`src/rtl/vga_timing_gen.sv`:
```
// VGA raster timing: pixel enable, sync/blank, next-pixel lookahead.
// Counters advance on pix_en cycles; outputs track them with no lag.
module vga_timing_gen #(
  parameter int H_ACTIVE = 640,
  parameter int H_FP     = 16,
  parameter int H_SYNC   = 96,
  parameter int H_BP     = 48,
  parameter int V_ACTIVE = 480,
  parameter int V_FP     = 10,
  parameter int V_SYNC   = 2,
  parameter int V_BP     = 33
) (
  input  logic       clk,
  input  logic       rst,
  output logic       pix_en,
  output logic       hsync,
  output logic       vsync,
  output logic       blank_n,
  output logic [9:0] next_x,
  output logic [9:0] next_y,
  output logic       frame_start,
  output logic [7:0] frame_cnt
);

  localparam int H_TOTAL = H_ACTIVE + H_FP + H_SYNC + H_BP;
  localparam int V_TOTAL = V_ACTIVE + V_FP + V_SYNC + V_BP;

  localparam logic [9:0] H_LAST = 10'(H_TOTAL - 1);
  localparam logic [9:0] V_LAST = 10'(V_TOTAL - 1);
  localparam logic [9:0] H_VIS  = 10'(H_ACTIVE);
  localparam logic [9:0] V_VIS  = 10'(V_ACTIVE);
  localparam logic [9:0] HS_BEG = 10'(H_ACTIVE + H_FP);
  localparam logic [9:0] HS_END = 10'(H_ACTIVE + H_FP + H_SYNC - 1);
  localparam logic [9:0] VS_BEG = 10'(V_ACTIVE + V_FP);
  localparam logic [9:0] VS_END = 10'(V_ACTIVE + V_FP + V_SYNC - 1);

  logic       r_pix_en;
  logic [9:0] r_h_cnt;
  logic [9:0] r_v_cnt;
  logic       r_hsync;
  logic       r_vsync;
  logic       r_blank_n;
  logic [9:0] r_next_x;
  logic [9:0] r_next_y;
  logic       r_frame_start;
  logic [7:0] r_frame_cnt;

  logic       w_h_last;
  logic       w_v_last;
  logic [9:0] w_h_nxt;
  logic [9:0] w_v_nxt;
  logic       w_h2_last;
  logic       w_v2_last;
  logic [9:0] w_nx;
  logic [9:0] w_ny;
  logic       w_wrap_next;

  assign w_h_last = (r_h_cnt == H_LAST);
  assign w_v_last = (r_v_cnt == V_LAST);
  assign w_h_nxt  = w_h_last ? 10'd0 : r_h_cnt + 10'd1;
  assign w_v_nxt  = !w_h_last ? r_v_cnt :
                    (w_v_last ? 10'd0 : r_v_cnt + 10'd1);

  // Lookahead is derived from the counter values about to be loaded
  assign w_h2_last = (w_h_nxt == H_LAST);
  assign w_v2_last = (w_v_nxt == V_LAST);
  assign w_nx = w_h2_last ? 10'd0 : w_h_nxt + 10'd1;
  assign w_ny = !w_h2_last ? w_v_nxt :
                (w_v2_last ? 10'd0 : w_v_nxt + 10'd1);

  // Pulse lands in the pix_en=1 cycle holding the last pixel of the frame
  assign w_wrap_next = ~r_pix_en & w_h_last & w_v_last;

  always_ff @(posedge clk) begin
    if (rst) begin
      r_pix_en      <= 1'b0;
      r_h_cnt       <= 10'd0;
      r_v_cnt       <= 10'd0;
      r_hsync       <= 1'b1;
      r_vsync       <= 1'b1;
      r_blank_n     <= 1'b1;
      r_next_x      <= 10'd1;
      r_next_y      <= 10'd0;
      r_frame_start <= 1'b0;
      r_frame_cnt   <= 8'd0;
    end else begin
      r_pix_en      <= ~r_pix_en;
      r_frame_start <= w_wrap_next;
      if (r_frame_start) begin
        r_frame_cnt <= r_frame_cnt + 8'd1;
      end
      if (r_pix_en) begin
        r_h_cnt   <= w_h_nxt;
        r_v_cnt   <= w_v_nxt;
        r_hsync   <= !((w_h_nxt >= HS_BEG) && (w_h_nxt <= HS_END));
        r_vsync   <= !((w_v_nxt >= VS_BEG) && (w_v_nxt <= VS_END));
        r_blank_n <= (w_h_nxt < H_VIS) && (w_v_nxt < V_VIS);
        r_next_x  <= w_nx;
        r_next_y  <= w_ny;
      end
    end
  end

  assign pix_en      = r_pix_en;
  assign hsync       = r_hsync;
  assign vsync       = r_vsync;
  assign blank_n     = r_blank_n;
  assign next_x      = r_next_x;
  assign next_y      = r_next_y;
  assign frame_start = r_frame_start;
  assign frame_cnt   = r_frame_cnt;

endmodule

```
`config.mk`:
```
export PLATFORM = sky130hd
export DESIGN_NAME = vga_timing_gen
export DESIGN_NICKNAME = d
export VERILOG_FILES = /design/src/rtl/vga_timing_gen.sv
export SDC_FILE = /design/constraint.sdc
export NUM_CORES = 1
export LEC_CHECK = 0
export ABC_AREA = 1
export CAP_MARGIN = 20
export CORE_AREA = 2 2 90 84
export CTS_CLUSTER_DIAMETER = 120
export DETAILED_ROUTE_END_ITERATION = 8
export DIE_AREA = 0 0 92 86
export PLACE_DENSITY = 0.68
export SLEW_MARGIN = 20
export SYNTH_ARGS = -nofsm -noshare
export SYNTH_HDL_FRONTEND = slang
export SYNTH_SLANG_ARGS = --single-unit
```
`constraint.sdc`:
```
create_clock -name clk -period 3.3 [get_ports clk]
set_clock_uncertainty 0.05 [all_clocks]
set_input_delay 0.495 -clock clk [delete_from_list [all_inputs] [get_ports clk]]
set_output_delay 0.495 -clock clk [all_outputs]
set_load 0.1 [all_outputs]
```
==> out/results.txt, run 1 <==
Vias = 3090
Hpwl dp = 6.32 mm
Fin crit period = 2610 ps
Full die area = 7910 µm²
Mean Syn Cell Area = 6.92 µm²
N_diodes = 0
CTS tree = done
Max Cap Viol = 0
Commonest non-fill, non-tap cell in the layout = nand2_1
CP arrival = 2770 ps
Clk slew on worst S/H paths = 90 ps
Iteration-0 DRC count of the detailed router = 161
Largest net degree at the start of global routing = 22
Core region area = 6890 µm²
RSZ-0062 raised after global routing = false
Post-synthesis mux area share = 0%
Slew HR = 34.4%
Leakage = 1.47 nW
Resized Gates After CTS = 0
Die height = 86 µm
Post-Syn Instances = 462
Worst Hold Class = reg -> reg
Status = finished clean
Synth unique cells = 38
Max Root-Sink Buffers = 2
Number of global-route vias before repair = 2890
Peak fanout along the critical path = 8
Initial antenna violation count = 0
Area grow syn2layout = 16.1%
Worst EP required = 3460 ps
CP endpoint kind = register
GRT Total Usage = 21.7%
Worst-Margin Slew = 980 ps
Register bit total from synthesis = 53
Row Count = 29
Most numerous cell on the critical path = nand3_1
Setup_tns = 0 ps
Vias per cell = 5.23
Met3 routed WL = 410 µm
Max VDD drop = 237 µV
Nature of the critical path startpoint = register
DRT Pass-1 Iters = 7
Post-CTS Hold Buffers = 0
CTS sink cnt = 53
Post-Synth Adder-Cell Area = 3.13%
H-Tree Depth = 2
Filler Cell Count = 693
Skew-Pair Late Insertion Delay = 320 ps
Cts bufs inserted = 5
Netlist Area Pre-Place = 3200 µm²
Finish-stage setup viols = 0
Total global routing overflow = 0
IO buf count = 34
Slew Viols, Final = 0
Num ports = 35
CP max-delay cell = dfxtp_1
Post-CTS Setup Inserts = 0
Largest family of logic cells by synthesized area = simple AND/OR/NAND/NOR gates
Multi-input gate area = 1860 µm²
Post-DP Area = 3620 µm²
Initial core utilization = 46.4%
Root Buffer = clkbuf_8
Kind of critical path = reg -> reg
Final RePlAce weighted congestion = 0.941
Sequential fraction of the synthesis area = 33.2%
Met1 WL = 3.83 mm
Top Layer Used = met4
CP cell instances = buf_4 > inv_1 > ha_1 > inv_1 > nor3_1 > nand3_1 > nand2_1 > o21ai_4 > inv_1 > ha_1 > nand3_1 > nor2_1 > nand3_1 > nor2_2 > a21oi_2 > nand3_1 > nand2_1
Die width = 92 µm
Reg area = 1060 µm²
Crit-path max cell delay = 310 ps
XOR/XNOR Fraction of Synth Area = 2.15%
Met2 WL post-DR = 3.92 mm
Final net count = 508
Post-synthesis compound-gate area fraction = 12.4%
DRC = 0
Pwr Density = 322 nW/µm²
Maximum clock frequency = 383 MHz
Design Area, Final = 3710 µm²
Post-Synth Simple-Gate Area = 40.3%
First-pass GRT wire length = 13.7 mm
Fin. Hold Viols = 0
Final period utilization = 79.1%
Detail Route Antenna Nets = 0
Fraction of layout cells with a size suffix above 1 = 12.7%
Routed WL per cell = 14.1 µm
Post-Route WL = 8.32 mm
Syn_nets = 472
Yosys warns = 0
Most frequent cells in the layout = nand2_1 (127), inv_1 (54), dfxtp_1 (53), nor2_1 (38), nand3_1 (32)
worst max-delay path, delay by kind of cell (launching register included):
family | cells | cell delay, ps
AND/OR/NAND/NOR | 9 | 1210
adder cells (fa/ha/maj) | 2 | 320
buffers and inverters | 4 | 410
AO/OA/AOI/OAI | 2 | 210
flip-flops | 1 | 310
synth_stat cells:
master	count	area [µm²]
buf_4	1	7.51
inv_2	4	15.0
o211ai_1	1	7.51
nor2_1	38	143
xor2_2	1	16.3
o311ai_0	1	8.76
nand4_2	1	12.5
nor2_2	9	56.3
nor3_1	7	35.0
a22o_1	1	8.76
clkbuf_1	6	22.5
o22a_1	1	8.76
xnor2_1	1	8.76
buf_6	2	22.5
o21ai_0	22	110
nand3_1	32	160
clkinv_1	2	7.51
nand3_4	5	87.6
xor2_1	5	43.8
nor3b_1	1	7.51
nand2_2	6	37.5
a21oi_2	2	17.5
a211oi_1	2	15.0
inv_1	54	203
nand4_1	14	87.6
ha_1	8	100
nor2_4	7	78.8
o22ai_1	13	81.3
nand2_4	5	56.3
nand2_1	127	477
a21oi_1	15	75.1
buf_2	1	5.00
dfxtp_1	53	1060
nand3_2	5	50.1
o21ai_1	6	30.0
a32o_1	1	10.0
o2111ai_1	1	8.76
o21ai_4	1	16.3
flip-flops by register name (all words and copies together), names as in the netlist:
register / flops
vsync: 1
r_h_cnt: 10
frame_cnt: 8
hsync: 1
next_x: 10
frame_start: 1
next_y: 10
r_v_cnt: 10
pix_en: 1
blank_n: 1
per-layer routing:
metal  vias to the layer above  global-route usage, %
li1                       1580                      -
met2                        78                   36.8
met4                         0                   7.60
met3                        13                   3.25
met1                      1419                   28.3
met5                         -                      0
where the power goes:
part | internal [mW] | total [mW] | switching, mW
combinational | 0.0338 | 0.145 | 0.111
clock | 0.166 | 0.386 | 0.220
sequential | 0.651 | 0.663 | 0.0120
layout make-up:
class / instances / area share [%]
Clock buffer: 6 / 2.22
Sequential cell: 53 / 28.6
Tap cell: 93 / 3.13
Timing Repair Buffer: 39 / 9.84
Inverter: 60 / 6.06
Multi-Input combinational cell: 339 / 50.0
Clock inverter: 1 / 0.202
path summary, 6_finish.rpt:
| path | end | start | slack (ps) | cells after the start |
|---|---|---|---|---|
| max | next_y[5]$_SDFFE_PP0P_ | r_v_cnt[0]$_SDFFE_PP0P_ | 690 | 17 |
| min | next_y[5]$_SDFFE_PP0P_ | next_y[5]$_SDFFE_PP0P_ | 410 | 2 |
| max reg2reg | next_y[5]$_SDFFE_PP0P_ | r_v_cnt[0]$_SDFFE_PP0P_ | 690 | 17 |
| min reg2reg | next_y[5]$_SDFFE_PP0P_ | next_y[5]$_SDFFE_PP0P_ | 410 | 2 |
cell families (layout without fill, tap and decap cells):
| kind of cell | Yosys count | in the layout |
|---|---|---|
| DFF | 53 | 53 |
| buffers and inverters | 70 | 106 |
| xor gates and xnor gates | 7 | 7 |
| AOI/OAI and AO/OA | 67 | 67 |
| adders and majority gates | 8 | 8 |
| and+or+nand+nor | 257 | 257 |
through the flow:
step / util (%) / hold slack, ps / worst slack [ps] / power [mW] / cells
3_3_place_gp: 52.6 / 390 / 802 / 0.820 / 584
2_1_floorplan: - / 444 / 1030 / 0.782 / 462
6_report: 53.9 / 410 / 690 / 1.19 / 591
3_5_place_dp: 52.6 / 388 / 727 / 0.823 / 584
5_1_grt: 53.9 / 433 / 434 / 1.23 / 591
4_1_cts: 53.9 / 413 / 703 / 1.20 / 591
Power figures use the tool's default switching activity.
==> run 2, diff against run 1 <==
Clock period 3.3 ns to 2.44 ns, I/O delays scaled along.
==> run 2 against run 1 <==
Global-route usage up 0.34 points. Sequential power up 35%. Largest power group unchanged. Register-to-register slack worse by 510 ps. Non-clock buffer count grew 19. Die area unchanged. Sequential share of layout area fell by 0.98 points. Combinational power up 52%.
==> out/results.txt, run 2 (synthesized netlist as in run 1, its figures left out) <==
Worst-Margin Slew = 473 ps
Kind of critical path = reg -> reg
Status = finished clean
Post-DP Area = 3660 µm²
Row Count = 29
Skew-Pair Late Insertion Delay = 310 ps
Nature of the critical path startpoint = register
Setup_tns = 0 ps
Vias per cell = 5.11
Fin crit period = 2260 ps
Detail Route Antenna Nets = 0
Vias = 3119
CP arrival = 2420 ps
Slew HR = 68.3%
N_diodes = 0
Filler Cell Count = 686
Worst R2R Path Depth = 11
CP endpoint kind = register
Initial core utilization = 46.4%
Die width = 92 µm
Routed WL per cell = 13.8 µm
Clk slew on worst S/H paths = 100 ps
First-pass GRT wire length = 14.0 mm
Max Cap Viol = 0
Fraction of layout cells with a size suffix above 1 = 24.2%
Iteration-0 DRC count of the detailed router = 154
H-Tree Depth = 2
Worst EP required = 2600 ps
Post-Route WL = 8.44 mm
Maximum clock frequency = 443 MHz
Root Buffer = clkbuf_8
Num ports = 35
Total global routing overflow = 0
IO buf count = 34
Final net count = 527
CTS sink cnt = 53
Initial antenna violation count = 0
Number of global-route vias before repair = 3017
CTS tree = done
Post-route core utilization = 56.1%
Design Area, Final = 3870 µm²
Finish-stage setup viols = 0
Max Root-Sink Buffers = 2
Most frequent cells in the layout = nand2_1 (126), buf_4 (57), dfxtp_1 (50), inv_1 (48), nor2_1 (38)
Peak fanout along the critical path = 14
DRT Pass-1 Iters = 5
Full die area = 7910 µm²
Max VDD drop = 325 µV
Area grow syn2layout = 20.9%
Cts bufs inserted = 5
Final period utilization = 92.4%
Die height = 86 µm
GRT Total Usage = 22.0%
DRC = 0
Leakage = 1.63 nW
Hpwl dp = 6.49 mm
Slew Viols, Final = 0
Largest net degree at the start of global routing = 22
Cell count of the worst hold path = 2
Worst Hold Class = reg -> reg
Fin. Hold Viols = 0
Core region area = 6890 µm²
Final RePlAce weighted congestion = 0.952
Commonest non-fill, non-tap cell in the layout = nand2_1
Pwr Density = 443 nW/µm²
[run 2: changes by cell type in the layout (fill, tap and decap cells not counted), sizes merged]
cell / before / now
clkbuf: 6 / 5
clkdlybuf4s50: 29 / 1
bufinv: 0 / 1
clkinv: 2 / 3
buf: 10 / 57
clkinvlp: 1 / 0
[run 2: final timing paths]
path,startpoint,endpoint,slack (ps)
worst max-delay path,r_h_cnt[1]$_SDFFE_PP0P_,next_y[2]$_SDFFE_PP0P_,180
worst min-delay path,next_y[6]$_SDFFE_PP0P_,next_y[6]$_SDFFE_PP0P_,410
worst max register to register,r_h_cnt[1]$_SDFFE_PP0P_,next_y[2]$_SDFFE_PP0P_,180
worst min register to register,next_y[6]$_SDFFE_PP0P_,next_y[6]$_SDFFE_PP0P_,410
[run 2: where the power goes]
part / switching, mW / internal, mW / leakage (nW)
clock network: 0.302 / 0.299 / 0.0540
registers: 0.0127 / 0.880 / 0.431
logic: 0.162 / 0.0586 / 1.15
total: 0.476 / 1.24 / 1.63
[run 2: worst max-delay path, stage by stage (launching register included)]
cell,delay [ps]
dfxtp_1,390
ha_4,180
nand4_2,150
nor2_4,230
buf_4,230
nand2_1,80
xor2_1,260
nand3_1,170
nor2_4,180
a21oi_4,100
nand2_1,90
nand2_1,40
[run 2: cell type report]
| class | count | area (µm²) | share of cell area, % |
|---|---|---|---|
| timing repair buffer | 58 | 438 | 11.3 |
| tap | 93 | 116 | 3.01 |
| inverter | 60 | 225 | 5.82 |
| multi-input combinational | 339 | 1920 | 49.6 |
| clock buffer | 5 | 68.8 | 1.78 |
| sequential | 53 | 1070 | 27.6 |
| clock inverter | 2 | 35.0 | 0.906 |
[run 2: metal layers]
metal	wire (µm)	vias up	track usage, %
li1	-	1614	-
met4	186	0	7.46
met1	4000	1415	28.2
met5	0	-	0
met3	323	19	3.51
met2	3940	71	38.0
[run 2: per-stage QoR]
step | hold WS, ps | setup WS [ps] | power (mW) | std cells
6_report | 410 | 185 | 1.71 | 610
2_1_floorplan | 444 | 166 | 1.06 | 462
4_1_cts | 415 | 23.9 | 1.72 | 605
3_3_place_gp | 394 | 113 | 1.12 | 598
5_1_grt | 438 | -40.4 | 1.78 | 610
3_5_place_dp | 396 | 45.8 | 1.12 | 598
[run 2: what timing repair did]
action / CTS / global route
hold buffers: 0 / 0
resized for setup: 0 / 21
setup endpoints to repair: 0 / 14
setup buffers: 0 / 5
